$ cat src/rtl/disp_sword_pkg.sv
// Shared constants and frame state encoding for the SWORD serial display driver.
package disp_sword_pkg;

  localparam int SEG_BITS = 64;
  localparam int LED_BITS = 16;
  localparam int DIGITS   = 8;

  // Active-low segment patterns {dp,g,f,e,d,c,b,a} with the dp bit left off (high).
  localparam logic [7:0] SEG_HEX_0 = 8'hC0;
  localparam logic [7:0] SEG_HEX_1 = 8'hF9;
  localparam logic [7:0] SEG_HEX_2 = 8'hA4;
  localparam logic [7:0] SEG_HEX_3 = 8'hB0;
  localparam logic [7:0] SEG_HEX_4 = 8'h99;
  localparam logic [7:0] SEG_HEX_5 = 8'h92;
  localparam logic [7:0] SEG_HEX_6 = 8'h82;
  localparam logic [7:0] SEG_HEX_7 = 8'hF8;
  localparam logic [7:0] SEG_HEX_8 = 8'h80;
  localparam logic [7:0] SEG_HEX_9 = 8'h90;
  localparam logic [7:0] SEG_HEX_A = 8'h88;
  localparam logic [7:0] SEG_HEX_B = 8'h83;
  localparam logic [7:0] SEG_HEX_C = 8'hC6;
  localparam logic [7:0] SEG_HEX_D = 8'hA1;
  localparam logic [7:0] SEG_HEX_E = 8'h86;
  localparam logic [7:0] SEG_HEX_F = 8'h8E;

  typedef enum logic [2:0] {
    ST_CLEAR = 3'd0,
    ST_IDLE  = 3'd1,
    ST_LOAD  = 3'd2,
    ST_SHIFT = 3'd3,
    ST_LATCH = 3'd4
  } disp_state_e;

endpackage

$ cat src/rtl/disp_hex2seg.sv
// Combinational hex nibble to 7-bit active-low segment pattern {g,f,e,d,c,b,a}.
module disp_hex2seg
  import disp_sword_pkg::*;
(
  input  logic [3:0] nibble,
  output logic [6:0] pattern
);

  // lookup of the per-digit glyph
  always_comb begin
    pattern = 7'h7F;
    case (nibble)
      4'h0:    pattern = SEG_HEX_0[6:0];
      4'h1:    pattern = SEG_HEX_1[6:0];
      4'h2:    pattern = SEG_HEX_2[6:0];
      4'h3:    pattern = SEG_HEX_3[6:0];
      4'h4:    pattern = SEG_HEX_4[6:0];
      4'h5:    pattern = SEG_HEX_5[6:0];
      4'h6:    pattern = SEG_HEX_6[6:0];
      4'h7:    pattern = SEG_HEX_7[6:0];
      4'h8:    pattern = SEG_HEX_8[6:0];
      4'h9:    pattern = SEG_HEX_9[6:0];
      4'hA:    pattern = SEG_HEX_A[6:0];
      4'hB:    pattern = SEG_HEX_B[6:0];
      4'hC:    pattern = SEG_HEX_C[6:0];
      4'hD:    pattern = SEG_HEX_D[6:0];
      4'hE:    pattern = SEG_HEX_E[6:0];
      4'hF:    pattern = SEG_HEX_F[6:0];
      default: pattern = 7'h7F;
    endcase
  end

endmodule

$ cat src/rtl/board_disp_shift_sword.sv
// Serialises the board LED word and 7-segment image onto the SWORD shift-register chains.
// Optional periodic resend is enabled by defining DISP_AUTO_REFRESH_EN.
module board_disp_shift_sword
  import disp_sword_pkg::*;
#(
  parameter int CLK_FREQ   = 100,
  parameter int SHIFT_FREQ = 1,
  parameter int REFRESH_MS = 10
) (
  input  logic        clk,
  input  logic        rst,
  input  logic [7:0]  en,
  input  logic        mode,
  input  logic [31:0] data_text,
  input  logic [63:0] data_graphic,
  input  logic [7:0]  dot,
  input  logic [15:0] led,
  output logic        led_clk,
  output logic        seg_clk,
  output logic        led_do,
  output logic        seg_do,
  output logic        led_en,
  output logic        seg_en,
  output logic        led_clr_n,
  output logic        seg_clr_n
);

  localparam int HALF   = CLK_FREQ / (2 * SHIFT_FREQ);
  localparam int PERIOD = 2 * HALF;
  localparam int PH_W   = (PERIOD > 1) ? $clog2(PERIOD) : 1;
  localparam int BIT_W  = $clog2(SEG_BITS);
  localparam int IN_W   = DIGITS + 1 + 32 + SEG_BITS + DIGITS + LED_BITS;

  if (HALF < 1) begin : g_bad_half
    $error("board_disp_shift_sword: CLK_FREQ/(2*SHIFT_FREQ) must be at least 1");
  end
  if (REFRESH_MS < 1) begin : g_bad_refresh
    $error("board_disp_shift_sword: REFRESH_MS must be at least 1");
  end

  disp_state_e         state_r, state_nxt_s;
  logic [PH_W-1:0]     phase_r, phase_nxt_s;
  logic [BIT_W-1:0]    bit_r, bit_nxt_s;
  logic [SEG_BITS-1:0] seg_sh_r;
  logic [LED_BITS-1:0] led_sh_r;
  logic [SEG_BITS-1:0] seg_img_s;
  logic [IN_W-1:0]     in_vec_s, prev_in_r;
  logic                pending_r;
  logic                change_s;
  logic                refresh_hit_s;
  logic                period_end_s;
  logic                led_active_s;
  logic [6:0]          hex_pat_s [DIGITS];

  for (genvar g = 0; g < DIGITS; g++) begin : g_hex
    disp_hex2seg u_hex2seg (
      .nibble  (data_text[4*g +: 4]),
      .pattern (hex_pat_s[g])
    );
  end

  // per-digit byte selection; digit 7 lands in the top byte so it leaves the chain first
  always_comb begin
    seg_img_s = {SEG_BITS{1'b1}};
    for (int i = 0; i < DIGITS; i++) begin
      if (!en[i]) begin
        seg_img_s[8*i +: 8] = 8'hFF;
      end else if (mode) begin
        seg_img_s[8*i +: 8] = data_graphic[8*i +: 8];
      end else begin
        seg_img_s[8*i +: 8] = {~dot[i], hex_pat_s[i]};
      end
    end
  end

  assign in_vec_s     = {en, mode, data_text, data_graphic, dot, led};
  assign change_s     = (in_vec_s != prev_in_r);
  assign period_end_s = (phase_r == PH_W'(PERIOD - 1));
  assign led_active_s = (bit_r < BIT_W'(LED_BITS));

`ifdef DISP_AUTO_REFRESH_EN
  localparam int REFRESH_CYC = CLK_FREQ * REFRESH_MS * 1000;
  logic [31:0] refresh_cnt_r;

  assign refresh_hit_s = (refresh_cnt_r == 32'(REFRESH_CYC - 1));

  // refresh timer, restarted by every frame load so steady inputs repeat at a fixed rate
  always_ff @(posedge clk) begin
    if (rst) begin
      refresh_cnt_r <= 32'd0;
    end else if ((state_r == ST_LOAD) || refresh_hit_s) begin
      refresh_cnt_r <= 32'd0;
    end else begin
      refresh_cnt_r <= refresh_cnt_r + 32'd1;
    end
  end
`else
  assign refresh_hit_s = 1'b0;
`endif

  // frame sequencing: clear, wait, load, 64 bit periods, latch
  always_comb begin
    state_nxt_s = state_r;
    phase_nxt_s = phase_r;
    bit_nxt_s   = bit_r;
    case (state_r)
      ST_CLEAR: begin
        if (period_end_s) begin
          state_nxt_s = ST_LOAD;
          phase_nxt_s = '0;
        end else begin
          phase_nxt_s = phase_r + PH_W'(1);
        end
      end
      ST_IDLE: begin
        // a change seen this cycle goes straight to LOAD, which snapshots it
        if (pending_r || change_s || refresh_hit_s) begin
          state_nxt_s = ST_LOAD;
        end else begin
          state_nxt_s = ST_IDLE;
        end
      end
      ST_LOAD: begin
        state_nxt_s = ST_SHIFT;
        phase_nxt_s = '0;
        bit_nxt_s   = '0;
      end
      ST_SHIFT: begin
        if (period_end_s) begin
          phase_nxt_s = '0;
          if (bit_r == BIT_W'(SEG_BITS - 1)) begin
            state_nxt_s = ST_LATCH;
            bit_nxt_s   = '0;
          end else begin
            bit_nxt_s = bit_r + BIT_W'(1);
          end
        end else begin
          phase_nxt_s = phase_r + PH_W'(1);
        end
      end
      ST_LATCH: begin
        if (period_end_s) begin
          state_nxt_s = ST_IDLE;
          phase_nxt_s = '0;
        end else begin
          phase_nxt_s = phase_r + PH_W'(1);
        end
      end
      default: begin
        state_nxt_s = ST_CLEAR;
        phase_nxt_s = '0;
        bit_nxt_s   = '0;
      end
    endcase
  end

  // state, counters, change detector and frame shift registers
  always_ff @(posedge clk) begin
    if (rst) begin
      state_r   <= ST_CLEAR;
      phase_r   <= '0;
      bit_r     <= '0;
      seg_sh_r  <= '0;
      led_sh_r  <= '0;
      pending_r <= 1'b0;
      prev_in_r <= in_vec_s;
    end else begin
      state_r   <= state_nxt_s;
      phase_r   <= phase_nxt_s;
      bit_r     <= bit_nxt_s;
      prev_in_r <= in_vec_s;
      if (state_r == ST_LOAD) begin
        pending_r <= 1'b0;
      end else if (change_s || refresh_hit_s) begin
        pending_r <= 1'b1;
      end else begin
        pending_r <= pending_r;
      end
      if (state_r == ST_LOAD) begin
        seg_sh_r <= seg_img_s;
        led_sh_r <= ~led;
      end else if ((state_r == ST_SHIFT) && period_end_s) begin
        seg_sh_r <= {seg_sh_r[SEG_BITS-2:0], 1'b1};
        led_sh_r <= {led_sh_r[LED_BITS-2:0], 1'b1};
      end else begin
        seg_sh_r <= seg_sh_r;
        led_sh_r <= led_sh_r;
      end
    end
  end

  // board pins, decoded from the frame position one cycle earlier
  always_ff @(posedge clk) begin
    if (rst) begin
      led_clk   <= 1'b0;
      seg_clk   <= 1'b0;
      led_do    <= 1'b0;
      seg_do    <= 1'b0;
      led_en    <= 1'b0;
      seg_en    <= 1'b0;
      led_clr_n <= 1'b0;
      seg_clr_n <= 1'b0;
    end else begin
      seg_clr_n <= (state_r != ST_CLEAR);
      led_clr_n <= (state_r != ST_CLEAR);
      seg_en    <= (state_r == ST_LATCH);
      led_en    <= (state_r == ST_LATCH);
      seg_clk   <= (state_r == ST_SHIFT) && (phase_r >= PH_W'(HALF));
      led_clk   <= (state_r == ST_SHIFT) && (phase_r >= PH_W'(HALF)) && led_active_s;
      if (state_r == ST_SHIFT) begin
        seg_do <= seg_sh_r[SEG_BITS-1];
      end else begin
        seg_do <= seg_do;
      end
      // the LED chain is only 16 deep; its data line freezes once those bits are out
      if ((state_r == ST_SHIFT) && led_active_s) begin
        led_do <= led_sh_r[LED_BITS-1];
      end else begin
        led_do <= led_do;
      end
    end
  end

endmodule

$ cat config.mk
export PLATFORM = sky130hd
export DESIGN_NAME = board_disp_shift_sword
export DESIGN_NICKNAME = d
export VERILOG_FILES = /design/src/rtl/disp_sword_pkg.sv /design/src/rtl/disp_hex2seg.sv /design/src/rtl/board_disp_shift_sword.sv
export SDC_FILE = /design/constraint.sdc
export NUM_CORES = 1
export LEC_CHECK = 0
export BUFFER_PORTS_ARGS = -buffer_cell sky130_fd_sc_hd__buf_2
export CAP_MARGIN = 25
export CORE_MARGIN = 1.5
export CORE_UTILIZATION = 27
export CTS_BUF_LIST = sky130_fd_sc_hd__clkbuf_2 sky130_fd_sc_hd__clkbuf_4 sky130_fd_sc_hd__clkbuf_8
export DETAILED_ROUTE_END_ITERATION = 16
export PLACE_DENSITY = 0.52
export SYNTH_ARGS = -nofsm -noshare
export SYNTH_HDL_FRONTEND = slang
export SYNTH_SLANG_ARGS = --single-unit
export TNS_END_PERCENT = 10
$ cat constraint.sdc
create_clock -name clk -period 2.16 [get_ports clk]
set_clock_uncertainty 0.15 [all_clocks]
set_input_delay 0.108 -clock clk [delete_from_list [all_inputs] [get_ports clk]]
set_output_delay 0.108 -clock clk [all_outputs]
set_load 0.1 [all_outputs]
==> metrics.md, run 1 <==
| Metric | Value |
|---|---|
| Register Area | `4650 um^2` |
| Failing checks | `setup timing` |
| Area leader, netlist | `dfxtp_1` |
| Netlist cell types | `53` |
| CTS Buf Count | `42` |
| Port Buffers | `138` |
| Yosys warns | `0` |
| PD cells | `707 nW/um^2` |
| Final ANT Viol Nets | `0` |
| Fin Setup TNS | `-1020 ps` |
| Total clock sinks | `232` |
| Routed WL | `39600 um` |
| Detailed Route Iter0 Violations | `700` |
| Most frequent cell after synthesis | `dfxtp_1` |
| # DRC | `0` |
| Fin crit period | `2560 ps` |
| Die X | `205 um` |
| Synth Register Bits | `232` |
| Leak | `6.43 nW` |
| Combinational power share | `17.3%` |
| Initial Utilization | `27.5%` |
| Final Instance Area | `15800 um^2` |
| Finish-stage setup viols | `3` |
| Synth top area cells | `dfxtp_1, xnor2_1, ha_1, nand2_1, a21oi_1` |
| Final hold vios | `0` |
| NetSw | `3.11 mW` |
| Grt ovf | `0` |
| Crit Path Class | `reg2reg` |
| Layout cells sized above 1 | `24.4%` |
| Overall Global Routing Usage | `18.8%` |
| Critical path peak fanout | `3` |
| Number of nets in the layout | `1822` |
| Share of power burned in registers | `40.8%` |
| Cell area after synthesis | `11000 um^2` |
| Ys flop type | `dfxtp_1` |
| Skew-Pair Late Insertion Delay | `570 ps` |
| Max Cap Violations | `0` |
| Kind of end point of the critical path | `flop` |
| Filler Cells Inserted | `4066` |
| H-Tree Depth | `2` |
| Final Max Slew Viols | `0` |
| Ports | `139` |
| Largest net degree at the start of global routing | `116` |
| Post-synthesis sequential area ratio | `42.2%` |
| Detailed Routing Iterations Pass 1 | `6` |
| Post-layout util | `39.4%` |
| Area Growth Syn to Fin | `43.2%` |
| Top post-synthesis cells by count | `dfxtp_1, nand2_1, a21oi_1, inv_1, xnor2_1` |
| Placed cell count | `1982` |
| Post-DR wirelength/cell | `18.0 um` |
| Die Y-Extent | `205 um` |
| Worst min-delay path category | `in2reg` |
| Antenna violations before repair | `0` |
| Syn Inst Count | `1253` |
| Number of global-route vias before repair | `10527` |
| Status | `finished, violations left` |
| CTS clk-pin slew, worst paths | `70 ps` |
| Fmax | `391 MHz` |
| CTS Buffer Depth | `3` |
| Share of total power in the clock network | `41.9%` |
| Final hold slack | `37.7 ps` |
| HPWL after DPL | `28200 um` |
| Via count | `10560` |
| Post-Syn Nets | `1435` |
| RSZ-0062 raised after global routing | `yes` |
| # rows | `73` |
| Root Buffer | `clkbuf_8` |
| Synth async-reset ratio | `0%` |
| Rel. slew slack | `62.9%` |
| Period utilisation layout | `118%` |
| Final WS setup | `-399 ps` |
| Dpl cell area | `13200 um^2` |
| Die Area | `42000 um^2` |
| Int Pwr | `8.03 mW` |
| TritonCTS clock tree | `built` |
| Post-synth EDFFs | `0` |
| Mean Syn Cell Area | `8.78 um^2` |
| Sw frac | `27.9%` |
| Critical Path AT | `2900 ps` |
| Peak VDD IR | `378 uV` |
| Slew @ Worst Pin | `557 ps` |
| RePlAce Congestion | `0.841` |
| Core footprint | `40000 um^2` |
| Critical Path Source Type | `flop` |
| Critical Path RT | `2500 ps` |
| Non-Filler Instances | `2199` |
| Top cell type's share of synthesized area | `42.2%` |
| Multi-input logic area | `5790 um^2` |
| Diodes inserted | `0` |
| Vias per inst | `4.80` |
| First-pass GRT wire length | `60500 um` |
-- metrics by stage --
| step | setup slack (ps) | power (mW) |
|---|---|---|
| after floorplan | -54.3 | 5.47 |
| after global placement | -392 | 6.27 |
| after detailed placement | -411 | 6.28 |
| after CTS | -418 | 11.2 |
| after global routing | -482 | 11.6 |
| final | -399 | 11.1 |
-- final timing paths --
kind         depth (start not counted)  slack [ps]              from            to
max                                  6        -400     prev_in_r[40]    state_r[0]
min                                  5          40  data_graphic[54]  seg_sh_r[54]
max reg2reg                          6        -400     prev_in_r[40]    state_r[0]
min reg2reg                          2         300       led_sh_r[7]   led_sh_r[7]
-- state kept, by name (all words and copies together), names as in the netlist, 3 cells and up --
name / cells
prev_in_r: 129
state_r: 3
seg_sh_r: 64
phase_r: 7
led_sh_r: 16
bit_r: 6
-- timing repair --
item | in CTS | in global routing
setup buffers | 0 | 4
pin swaps | 0 | 22
hold endpoints to repair | 216 | 1
cloned | 2 | 2
resized for setup | 7 | 23
hold buffers | 130 | 1
endpoints found under the setup margin | 50 | 88
-- worst max-delay path, cell delays in order, from the launching register on --
cell and delay (ps):
dfxtp_2 320, a222oi_1 420, or4b_1 480, or4_4 570, nor4_4 260, nand3_1 130
a31oi_1 180
-- area by class of cell --
cell class | instances | area share [%]
well taps | 525 | 4.17
multi-input cells | 848 | 36.7
clock buffers | 66 | 5.53
inverters | 92 | 2.19
flip-flops and latches | 232 | 29.5
repair buffers | 424 | 21.3
clock inverters | 12 | 0.540
-- cell families (layout without fill, tap and decap cells) --
family	Yosys count	in the layout	share of synthesized area [%]
fa+ha+maj	51	51	5.80
compound gates	351	351	21.1
buf+inv	173	594	6.04
simple gates	319	319	13.6
mux	30	30	3.59
flops	232	232	42.2
xor+xnor	97	97	7.72
-- cell usage in the layout, fill, tap and decap left out, types with 14 or more instances in the layout --
master,n
xnor2_1,73
o2111ai_1,18
clkbuf_8,60
nand4_1,24
inv_1,92
buf_4,141
o21ai_0,63
o211ai_1,29
nor3_1,14
o221ai_1,45
nor2b_1,26
nand2b_1,14
ha_1,50
xor2_1,24
dfxtp_1,229
nor2_1,48
dlygate4sd3_1,130
a211oi_1,28
mux2i_1,17
buf_2,137
nand2_1,158
a21oi_1,114
-- power by group through the flow --
stage               clock [mW]  combinational [mW]  sequential [mW]
floorplan                    0               0.829             4.64
global placement             0                1.64             4.62
detailed placement           0                1.65             4.62
CTS                       4.77                1.89             4.53
global route              4.98                2.10             4.56
finish                    4.67                1.93             4.54
-- per-layer routing --
layer | vias to the layer above | part of all wire [%] | wire length, um | global-route usage (%)
li1 | 5233 | - | - | -
met1 | 4991 | 44 | 17500 | 23.8
met5 | - | 0 | 0 | 0
met2 | 259 | 48 | 19100 | 31.9
met4 | 0 | 3.8 | 1510 | 7.85
met3 | 77 | 3.9 | 1540 | 2.75
No activity file was read; power rests on OpenSTA's default activity.
==> run 2, diff against run 1 <==
CELL_PAD_IN_SITES_DETAIL_PLACEMENT = 0   (was unset)
CELL_PAD_IN_SITES_GLOBAL_PLACEMENT = 1   (was unset)
PLACE_DENSITY = 0.62   (was 0.52)
==> run 2 against run 1 <==
The flow still finishes with violations (setup timing); via count decreased by 1.4%; cell count decreased by 0.68%; die area unchanged; utilization decreased by 0.55 points; sequential share of layout area increased by 0.41 points; combinational power about the same; register-to-register slack improved by 130 ps; non-clock buffer count decreased by 11; clock power decreased by 7.1%; critical path type unchanged; largest cell class unchanged.
==> metrics.md, run 2 (same netlist as run 1, synthesis figures left out) <==
| Metric | Value |
|---|---|
| Routed WL | `39100 um` |
| Grt ovf | `0` |
| PD cells | `694 nW/um^2` |
| Ports | `139` |
| Port Buffers | `138` |
| Final ANT Viol Nets | `0` |
| Total clock sinks | `232` |
| Setup WS pre-CTS | `-463 ps` |
| Final WS setup | `-270 ps` |
| H-Tree Depth | `2` |
| TritonCTS clock tree | `built` |
| Slew @ Worst Pin | `682 ps` |
| Fin Setup TNS | `-1990 ps` |
| Period utilisation layout | `112%` |
| Initial Utilization | `27.5%` |
| Leak | `6.31 nW` |
| First-pass GRT wire length | `59700 um` |
| Max Cap Violations | `0` |
| Rel. slew slack | `54.1%` |
| Critical Path RT | `2490 ps` |
| Peak VDD IR | `450 uV` |
| Reg with most FFs | `prev_in_r` |
| Detailed Route Iter0 Violations | `711` |
| Critical Path Source Type | `flop` |
| Worst min-delay path category | `in2reg` |
| Commonest non-fill, non-tap cell in the layout | `dfxtp_1` |
| Die X | `205 um` |
| Kind of end point of the critical path | `flop` |
| Core footprint | `40000 um^2` |
| Post-DR wirelength/cell | `17.9 um` |
| Number of nets in the layout | `1811` |
| Die Y-Extent | `205 um` |
| RSZ-0062 raised after global routing | `yes` |
| HPWL after DPL | `28900 um` |
| RePlAce Congestion | `0.845` |
| Critical path peak fanout | `3` |
| # DRC | `0` |
| Area Growth Syn to Fin | `41.2%` |
| CTS Buffer Depth | `3` |
| Critical Path AT | `2760 ps` |
| Via count | `10414` |
| Overall Global Routing Usage | `18.6%` |
| Root Buffer | `clkbuf_8` |
| CTS Buf Count | `42` |
| # rows | `73` |
| Die Area | `42000 um^2` |
| CTS clk-pin slew, worst paths | `60 ps` |
| Failing checks | `setup timing` |
| Status | `finished, violations left` |
| Crit Path Class | `reg2reg` |
| Vias per inst | `4.77` |
| Fin crit period | `2430 ps` |
| Antenna violations before repair | `2` |
| Largest net degree at the start of global routing | `116` |
| Most frequent cells in the layout | `dfxtp_1, nand2_1, buf_2` |
| Detailed Routing Iterations Pass 1 | `4` |
| Finish-stage setup viols | `44` |
| Largest registers | `prev_in_r x129, seg_sh_r x64, led_sh_r x16` |
| Fmax | `412 MHz` |
| Final Max Slew Viols | `0` |
| Final hold vios | `0` |
| Layout cells sized above 1 | `23.4%` |
| Skew-Pair Late Insertion Delay | `550 ps` |
| Number of global-route vias before repair | `10252` |
| Max FFs per register | `129` |
[run 2: what timing repair did]
item / 4_1_cts / 5_1_grt
endpoints found under the setup margin: 35 / 84
hold endpoints to repair: 207 / 0
setup buffers: 1 / 1
pin swaps: 6 / 5
hold buffers: 130 / 0
gates resized for setup: 2 / 14
[run 2: stage by stage]
stage                     cells  total power, mW  hold WS, ps  cell area [um^2]  utilization [%]
after global routing       2184             11.3         62.9             15500             38.8
after floorplan            1253             5.47        -14.3             11000                -
after CTS                  2181             10.9         4.11             15500             38.7
after detailed placement   1978             6.32         89.4             13300             33.2
final                      2184             10.8         39.8             15500             38.8
after global placement     1978             6.31         87.9             13300             33.2
[run 2: per-layer routing]
metal / global-route usage, % / share of wire [%] / up-vias
met5: 0 / 0 / -
met4: 5.63 / 2.6 / 0
met3: 2.43 / 4.1 / 61
met2: 31.4 / 47 / 232
met1: 24.6 / 46 / 4930
li1: - / - / 5191
[run 2: power breakdown]
part,total [mW],internal [mW],leakage (nW),switching [mW]
Combinational,1.90,0.859,3.92,1.04
Clock,4.34,2.49,0.467,1.85
Sequential,4.54,4.45,1.92,0.0861
[run 2: final timing paths]
kind	start	to	slack, ps	cells after the start
max	prev_in_r[40]	state_r[0]	-270	7
min reg2reg	led_sh_r[7]	led_sh_r[7]	300	2
max reg2reg	prev_in_r[40]	state_r[0]	-270	7
min	data_graphic[37]	seg_sh_r[37]	40	6
[run 2: worst max-delay path: stages (launching register included)]
cell	delay, ps
dfxtp_2	320
a222oi_1	310
or4b_4	510
or4_4	520
nor4_4	140
buf_4	180
nand3_2	70
a31oi_1	170
[run 2: final cells by class]
| class | instances | area, um^2 |
|---|---|---|
| flip-flops and latches | 232 | 4650 |
| inverters | 92 | 345 |
| multi-input cells | 848 | 5760 |
| clock inverters | 4 | 22.5 |
| fillers | 4119 | 24500 |
| diodes | 2 | 5.00 |
| well taps | 525 | 657 |
| clock buffers | 68 | 855 |
| repair buffers | 413 | 3240 |
